==> src/rtl/regfile_pkg.sv <==
// Shared register-file writeback types and constants.
// Provides address/data widths, the discarded zero register and wb_req_t.
package regfile_pkg;

    localparam int REG_ADDR_W = 5;
    localparam int REG_DATA_W = 64;
    localparam int ZERO_REG   = 31;

    typedef struct packed {
        logic                  valid;
        logic [REG_ADDR_W-1:0] addr;
        logic [REG_DATA_W-1:0] data;
    } wb_req_t;

endpackage

==> src/rtl/regfile_wb_arbiter_if.sv <==
// Writeback bus between two requesters and the register-file write port.
// master: drives req0/req1 valid/addr/data, sees ready and wr_* results.
// slave : the arbiter, drives ready, wr_en/addr/data, grant_id, conflict_cnt.
interface regfile_wb_arbiter_if
    import regfile_pkg::*;
#(
    parameter int DATA_W = REG_DATA_W,
    parameter int ADDR_W = REG_ADDR_W,
    parameter int CNT_W  = 16
);

    logic              req0_valid;
    logic [ADDR_W-1:0] req0_addr;
    logic [DATA_W-1:0] req0_data;
    logic              req0_ready;

    logic              req1_valid;
    logic [ADDR_W-1:0] req1_addr;
    logic [DATA_W-1:0] req1_data;
    logic              req1_ready;

    logic              wr_en;
    logic [ADDR_W-1:0] wr_addr;
    logic [DATA_W-1:0] wr_data;
    logic              grant_id;
    logic [CNT_W-1:0]  conflict_cnt;

    modport master (
        output req0_valid, req0_addr, req0_data,
        output req1_valid, req1_addr, req1_data,
        input  req0_ready, req1_ready,
        input  wr_en, wr_addr, wr_data,
        input  grant_id, conflict_cnt
    );

    modport slave (
        input  req0_valid, req0_addr, req0_data,
        input  req1_valid, req1_addr, req1_data,
        output req0_ready, req1_ready,
        output wr_en, wr_addr, wr_data,
        output grant_id, conflict_cnt
    );

endinterface

==> src/rtl/mux5x2_1.sv <==
// 5-bit 2:1 mux built from per-bit selects.
// Ports: i_a (sel=0), i_b (sel=1), i_sel, o_y.
module mux5x2_1 (
    input  logic [4:0] i_a,
    input  logic [4:0] i_b,
    input  logic       i_sel,
    output logic [4:0] o_y
);

    for (genvar g = 0; g < 5; g++) begin : g_bit
        assign o_y[g] = i_sel ? i_b[g] : i_a[g];
    end

endmodule

==> src/rtl/mux64x2_1.sv <==
// 64-bit 2:1 mux built from per-bit selects.
// Ports: i_a (sel=0), i_b (sel=1), i_sel, o_y.
module mux64x2_1 (
    input  logic [63:0] i_a,
    input  logic [63:0] i_b,
    input  logic        i_sel,
    output logic [63:0] o_y
);

    for (genvar g = 0; g < 64; g++) begin : g_bit
        assign o_y[g] = i_sel ? i_b[g] : i_a[g];
    end

endmodule

==> src/rtl/regfile_wb_arbiter.sv <==
// Round-robin arbiter sharing the register-file write port (ALU=0, load=1).
// Ports: clk, reset (async, active-high), bus (slave modport: requests in,
// ready/wr_en/wr_addr/wr_data/grant_id/conflict_cnt out).
module regfile_wb_arbiter
    import regfile_pkg::*;
#(
    parameter int DATA_W   = REG_DATA_W,
    parameter int ADDR_W   = REG_ADDR_W,
    parameter int ZERO_REG = 31,
    parameter int CNT_W    = 16
) (
    input  logic                clk,
    input  logic                reset,
    regfile_wb_arbiter_if.slave bus
);

    wb_req_t           w_req0;
    wb_req_t           w_req1;
    logic              w_grant;
    logic              w_xfer;
    logic              w_conflict;
    logic [ADDR_W-1:0] w_sel_addr;
    logic [DATA_W-1:0] w_sel_data;

    logic              r_last_grant;
    logic              r_wr_en;
    logic [ADDR_W-1:0] r_wr_addr;
    logic [DATA_W-1:0] r_wr_data;
    logic              r_grant_id;
    logic [CNT_W-1:0]  r_cnt;

    assign w_req0 = '{
        valid: bus.req0_valid,
        addr:  bus.req0_addr,
        data:  bus.req0_data
    };
    assign w_req1 = '{
        valid: bus.req1_valid,
        addr:  bus.req1_addr,
        data:  bus.req1_data
    };

    assign w_conflict = w_req0.valid & w_req1.valid;
    assign w_xfer     = w_req0.valid | w_req1.valid;

    // On conflict the loser of the previous grant wins.
    always_comb begin
        w_grant = 1'b0;
        unique case (1'b1)
            w_conflict:
                w_grant = ~r_last_grant;
            !w_req0.valid && w_req1.valid:
                w_grant = 1'b1;
            w_req0.valid && !w_req1.valid:
                w_grant = 1'b0;
            default:
                w_grant = 1'b0;
        endcase
    end

    assign bus.req0_ready = w_req0.valid & ~w_grant;
    assign bus.req1_ready = w_req1.valid & w_grant;

    mux5x2_1 u_addr_mux (
        .i_a   (w_req0.addr),
        .i_b   (w_req1.addr),
        .i_sel (w_grant),
        .o_y   (w_sel_addr)
    );

    mux64x2_1 u_data_mux (
        .i_a   (w_req0.data),
        .i_b   (w_req1.data),
        .i_sel (w_grant),
        .o_y   (w_sel_data)
    );

    always_ff @(posedge clk or posedge reset) begin
        if (reset) begin
            r_last_grant <= 1'b1;
            r_wr_en      <= 1'b0;
            r_wr_addr    <= '0;
            r_wr_data    <= '0;
            r_grant_id   <= 1'b0;
        end else begin
            // Zero-register writes are accepted but never enabled.
            r_wr_en <= w_xfer &&
                       (w_sel_addr != ADDR_W'(ZERO_REG));
            if (w_xfer) begin
                r_wr_addr    <= w_sel_addr;
                r_wr_data    <= w_sel_data;
                r_grant_id   <= w_grant;
                r_last_grant <= w_grant;
            end
        end
    end

    always_ff @(posedge clk or posedge reset) begin
        if (reset) begin
            r_cnt <= '0;
        end else if (w_conflict && (r_cnt != '1)) begin
            r_cnt <= r_cnt + CNT_W'(1);
        end
    end

    assign bus.wr_en        = r_wr_en;
    assign bus.wr_addr      = r_wr_addr;
    assign bus.wr_data      = r_wr_data;
    assign bus.grant_id     = r_grant_id;
    assign bus.conflict_cnt = r_cnt;

endmodule

==> src/flat_wrapper.sv <==
// flat-port wrapper written by rule: the top's interface ports become plain ports
module regfile_wb_arbiter_flat import regfile_pkg::*;
#(
    parameter int DATA_W   = REG_DATA_W,
    parameter int ADDR_W   = REG_ADDR_W,
    parameter int ZERO_REG = 31,
    parameter int CNT_W    = 16
)
  (clk, reset, bus_req0_valid, bus_req0_addr, bus_req0_data, bus_req1_valid, bus_req1_addr, bus_req1_data, bus_req0_ready, bus_req1_ready, bus_wr_en, bus_wr_addr, bus_wr_data, bus_grant_id, bus_conflict_cnt);
  regfile_wb_arbiter_if #(.DATA_W(DATA_W), .ADDR_W(ADDR_W), .CNT_W(CNT_W)) bus_i ();
  input  logic clk;
  input  logic reset;
  input wire logic [$bits(bus_i.req0_valid)-1:0] bus_req0_valid;
  input wire logic [$bits(bus_i.req0_addr)-1:0] bus_req0_addr;
  input wire logic [$bits(bus_i.req0_data)-1:0] bus_req0_data;
  input wire logic [$bits(bus_i.req1_valid)-1:0] bus_req1_valid;
  input wire logic [$bits(bus_i.req1_addr)-1:0] bus_req1_addr;
  input wire logic [$bits(bus_i.req1_data)-1:0] bus_req1_data;
  output wire logic [$bits(bus_i.req0_ready)-1:0] bus_req0_ready;
  output wire logic [$bits(bus_i.req1_ready)-1:0] bus_req1_ready;
  output wire logic [$bits(bus_i.wr_en)-1:0] bus_wr_en;
  output wire logic [$bits(bus_i.wr_addr)-1:0] bus_wr_addr;
  output wire logic [$bits(bus_i.wr_data)-1:0] bus_wr_data;
  output wire logic [$bits(bus_i.grant_id)-1:0] bus_grant_id;
  output wire logic [$bits(bus_i.conflict_cnt)-1:0] bus_conflict_cnt;
  assign bus_i.req0_valid = bus_req0_valid;
  assign bus_i.req0_addr = bus_req0_addr;
  assign bus_i.req0_data = bus_req0_data;
  assign bus_i.req1_valid = bus_req1_valid;
  assign bus_i.req1_addr = bus_req1_addr;
  assign bus_i.req1_data = bus_req1_data;
  assign bus_req0_ready = bus_i.req0_ready;
  assign bus_req1_ready = bus_i.req1_ready;
  assign bus_wr_en = bus_i.wr_en;
  assign bus_wr_addr = bus_i.wr_addr;
  assign bus_wr_data = bus_i.wr_data;
  assign bus_grant_id = bus_i.grant_id;
  assign bus_conflict_cnt = bus_i.conflict_cnt;
  regfile_wb_arbiter #(.DATA_W(DATA_W), .ADDR_W(ADDR_W), .ZERO_REG(ZERO_REG), .CNT_W(CNT_W)) u_core (.clk(clk), .reset(reset), .bus(bus_i));
endmodule
==> config.mk <==
export PLATFORM = sky130hd
export DESIGN_NAME = regfile_wb_arbiter_flat
export DESIGN_NICKNAME = d
export VERILOG_FILES = /design/src/rtl/regfile_pkg.sv /design/src/rtl/regfile_wb_arbiter_if.sv /design/src/rtl/mux5x2_1.sv /design/src/rtl/mux64x2_1.sv /design/src/rtl/regfile_wb_arbiter.sv /design/src/flat_wrapper.sv
export SDC_FILE = /design/constraint.sdc
export NUM_CORES = 1
export LEC_CHECK = 0
export CAP_MARGIN = 20
export CORE_UTILIZATION = 34
export DETAILED_ROUTE_END_ITERATION = 10
export PLACE_DENSITY = 0.76
export SLEW_MARGIN = 25
export SYNTH_ARGS = -nofsm -noshare
export SYNTH_HDL_FRONTEND = slang
export SYNTH_SLANG_ARGS = --single-unit
==> constraint.sdc <==
create_clock -name clk -period 2.5 [get_ports clk]
set_input_delay 0.25 -clock clk [delete_from_list [all_inputs] [get_ports clk]]
set_output_delay 0.25 -clock clk [all_outputs]
set_load 0.02 [all_outputs]
==> impl_summary.txt <==
----------------------------------------------------
[Placed design]
  Pre-CTS setup slack ... 0.280 ns
  Detailed placer's ending HPWL ... 8920 µm
  PortBufs ... 230
  Last weighted congestion value of the routability-driven placer ... 0.821

[Synthesis]
  Share of flip-flops with an asynchronous set or reset after synthesis ... 100%
  Leading post-synthesis cells by cell area ... sky130_fd_sc_hd__dfrtp_1, sky130_fd_sc_hd__nand2_1, sky130_fd_sc_hd__a22oi_1
  Mapped Nets ... 535
  Part of the Yosys area used for sequential elements ... 56.9%
  Count of flip-flops with a built-in enable after synthesis ... 0
  Yosys warns ... 0
  Most used standard cells in the synthesized netlist ... sky130_fd_sc_hd__nand2_1, sky130_fd_sc_hd__dfrtp_1, sky130_fd_sc_hd__a22oi_1, sky130_fd_sc_hd__buf_1, sky130_fd_sc_hd__xor2_1
  Synthesized flop and latch total ... 88
  Main flop type after synthesis ... sky130_fd_sc_hd__dfrtp_1
  Syn_area_per_cell ... 9.89 µm²
  Summed instance area of the synthesized netlist ... 3870 µm²
  Biggest area consumer among synthesized cells ... sky130_fd_sc_hd__dfrtp_1
  Distinct cells, synth ... 38
  Synthesized instance count ... 392
  Synth top area share ... 56.2%
  Count leader, synth ... sky130_fd_sc_hd__nand2_1

[Cells and area]
  Layout Nets ... 756
  Share of layout cells above drive strength 1 ... 5.02%
  Diodes inserted ... 0
  Total area of sequential cells ... 2200 µm²
  Multi-input gate area ... 1580 µm²
  Layout overhead on the synthesized area ... 71.4%
  Fill count ... 942

[Critical path]
  Required time at the worst-slack endpoint ... 2.25 ns
  Top fanout value on the critical path ... 8
  Arrival time reported for the critical path endpoint ... 1.84 ns
  Worst path slowest cell ... sky130_fd_sc_hd__clkdlybuf4s50_1
  Category of the worst setup path launch point ... input port
  Crit end category ... output port
  Cells along the critical path ... clkdlybuf4s50_1 -> a21boi_4 -> clkdlybuf4s50_1
  CP most frequent cell ... sky130_fd_sc_hd__clkdlybuf4s50_1
  Critical path type ... in -> out
  Slowest Stage Delay on Critical Path ... 0.65 ns

[Min path]
  Classification of the worst-slack hold path ... in -> async

[Timing]
  Rel. slew slack ... 45.9%
  Final setup margin ... 0.409 ns
  Post-route worst hold slack ... 0.399 ns
  Top achievable clock speed ... 0.478 GHz
  Max Transition Viols Final ... 0
  Portion of the clock cycle consumed by the worst path in the final layout ... 83.6%
  Transition time at the pin with the least slew margin ... 0.812 ns
  Setup tns final ... 0 ns
  Maximum clock skew at final layout ... 0.00594 ns
  Setup violations, final ... 0
  Unrepaired setup endpoints after global routing ... no
  Min Clock Period, post-route ... 2.09 ns
  Number of endpoints with negative hold slack in the final report ... 0

[Clocking]
  Cts repair resizes ... 0
  Latest clock arrival within the worst-skew pair ... 0.33 ns
  Clock buffer count from CTS ... 9
  TritonCTS clock tree ... built
  Clk Tree Root Cell ... sky130_fd_sc_hd__clkbuf_16
  Max Buffers Root-to-Sink ... 2
  Clock sinks ... 88
  Clock transition at path regs ... 0.06 ns
  Number of buffers inserted by hold repair at cts ... 0
  Total setup buffers inserted after CTS ... 0
  Max H-tree Level ... 3

[Power and ir drop]
  Leakage power ... 0.00294 µW
  Int Power ... 3170 µW
  Logic gate share of total power ... 28.2%
  Portion of total power attributed to the clock network ... 32.1%
  Portion of total power attributed to sequential cells ... 39.7%
  Net switching fraction of the power ... 28.8%
  P_sw ... 1290 µW
  Areal power density over the cells ... 671 nW/µm²
  Worst ir drop on vdd ... 0.318 mV

[Status]
  Status ... finished clean

[Route]
  Number of nets still failing antenna checks after routing ... 0
  Vias post-DR ... 3803
  Pre-antenna DRT Iters ... 4
  Post-route DRC violation count ... 0
  Wire length after detailed routing ... 12400 µm
  Initial drt markers ... 240
  Routed WL per cell ... 16.4 µm
  Average via count per standard cell ... 5.02

[GRT]
  Maximum number of pins on one net before global-route repair ... 89
  First-pass GRT wire length ... 18900 µm
  Number of global-route vias before repair ... 3843
  Number of antenna violations at the first check in global routing ... 0
  Gr ovfl total ... 0
  Overall global routing resource usage ... 20.7%

[Floorplanning]
  Y dimension of the die ... 109 µm
  Ports ... 231
  Die X ... 109 µm
  Die area ... 11800 µm²
  Core Footprint ... 11000 µm²
  Starting utilization of the core area ... 35.3%
  Number of core rows ... 38

[Job]
  Maxcap violations ... 0

----------------------------------------------------
==> power groups by stage <==
stage / sequential (µW) / clock [µW] / combinational [µW]
2_1_floorplan: 1990 / 0 / 335
6_report: 1770 / 1430 / 1260
3_3_place_gp: 1780 / 0 / 1250
4_1_cts: 1770 / 1460 / 1270
5_1_grt: 1800 / 1520 / 1340
3_5_place_dp: 1790 / 0 / 1270
==> flip-flops by register name, indices dropped and copies added, names as in the netlist <==
register,count
u_core.bus.conflict_cnt,16
u_core.r_last_grant,1
u_core.bus.wr_en,1
u_core.bus.wr_addr,5
u_core.bus.wr_data,64
u_core.bus.grant_id,1
==> per-layer routing <==
metal | part of all wire (%) | routed length, µm | track usage [%] | up-vias
met1 | 39 | 4810 | 24.0 | 1802
li1 | - | - | - | 1805
met3 | 8.1 | 999 | 4.90 | 19
met5 | 0 | 0 | 0 | -
met2 | 51 | 6350 | 36.9 | 177
met4 | 1.9 | 240 | 7.92 | 0
==> worst paths after layout <==
path | startpoint | to | slack, ns | cells after the start
max | bus_req1_valid | bus_req1_ready | 0.41 | 3
min | reset | u_core.bus.conflict_cnt[6] | 0.40 | 3
max reg2reg | u_core.bus.conflict_cnt[0] | u_core.bus.conflict_cnt[1] | 0.50 | 5
min reg2reg | u_core.bus.grant_id | u_core.bus.grant_id | 0.49 | 1
max in group asynchronous | reset | u_core.bus.wr_data[18] | 1.72 | 3
min in group clk | bus_req0_data[1] | u_core.bus.wr_data[1] | 0.44 | 3
==> per-stage QoR <==
step	utilization [%]	cells	instance area, µm²	power, µW
final	60.5	758	6640	4460
after global routing	60.5	758	6640	4660
after CTS	60.5	758	6640	4510
after detailed placement	57.6	742	6330	3060
after global placement	57.6	742	6330	3030
after floorplan	-	392	3880	2330
==> final cells by class <==
| class | count | area share [%] |
|---|---|---|
| inverter | 3 | 0.226 |
| tap | 140 | 2.64 |
| timing repair buffer | 235 | 35.4 |
| clock inverter | 3 | 0.980 |
| clock buffer | 13 | 3.77 |
| multi-input combinational | 276 | 23.8 |
| sequential | 88 | 33.2 |
==> worst max-delay path: cells and delay by family <==
| kind | cells | cell delay (ns) |
|---|---|---|
| buffers and inverters | 2 | 1.29 |
| AO/OA/AOI/OAI | 1 | 0.30 |
==> layout by cell type, fill, tap and decap left out, drive strengths merged <==
cell,Yosys,routed
nand2,140,140
clkinvlp,0,1
dfstp,1,1
ha,1,1
a41oi,1,1
a31oi,2,2
a22oi,64,64
xnor2,2,2
and4,3,3
xor2,10,10
nor4,6,6
nor2,6,6
clkdlybuf4s50,0,230
nand3,9,9
clkbuf,5,13
nor3b,1,1
a21o,1,1
and2,1,1
a21boi,1,1
a311oi,1,1
nor3,6,6
bufinv,0,2
mux2,3,3
nand4,5,5
a21oi,1,1
clkinv,0,1
buf,20,5
o21ai,5,5
dfrtp,87,87
inv,3,2
and3,1,1
and4b,1,1
mux2i,5,5
==> cell families after synthesis <==
| kind of cell | count (synthesis) | share of synthesized area [%] |
|---|---|---|
| adder cells (fa/ha/maj) | 1 | 0.323 |
| XOR/XNOR | 12 | 2.71 |
| multiplexers | 8 | 2.26 |
| AND/OR/NAND/NOR | 179 | 20.5 |
| flip-flops | 88 | 56.9 |
| buffers and inverters | 28 | 3.04 |
| AO/OA/AOI/OAI | 76 | 14.3 |
(Power assumes the default switching activity.)
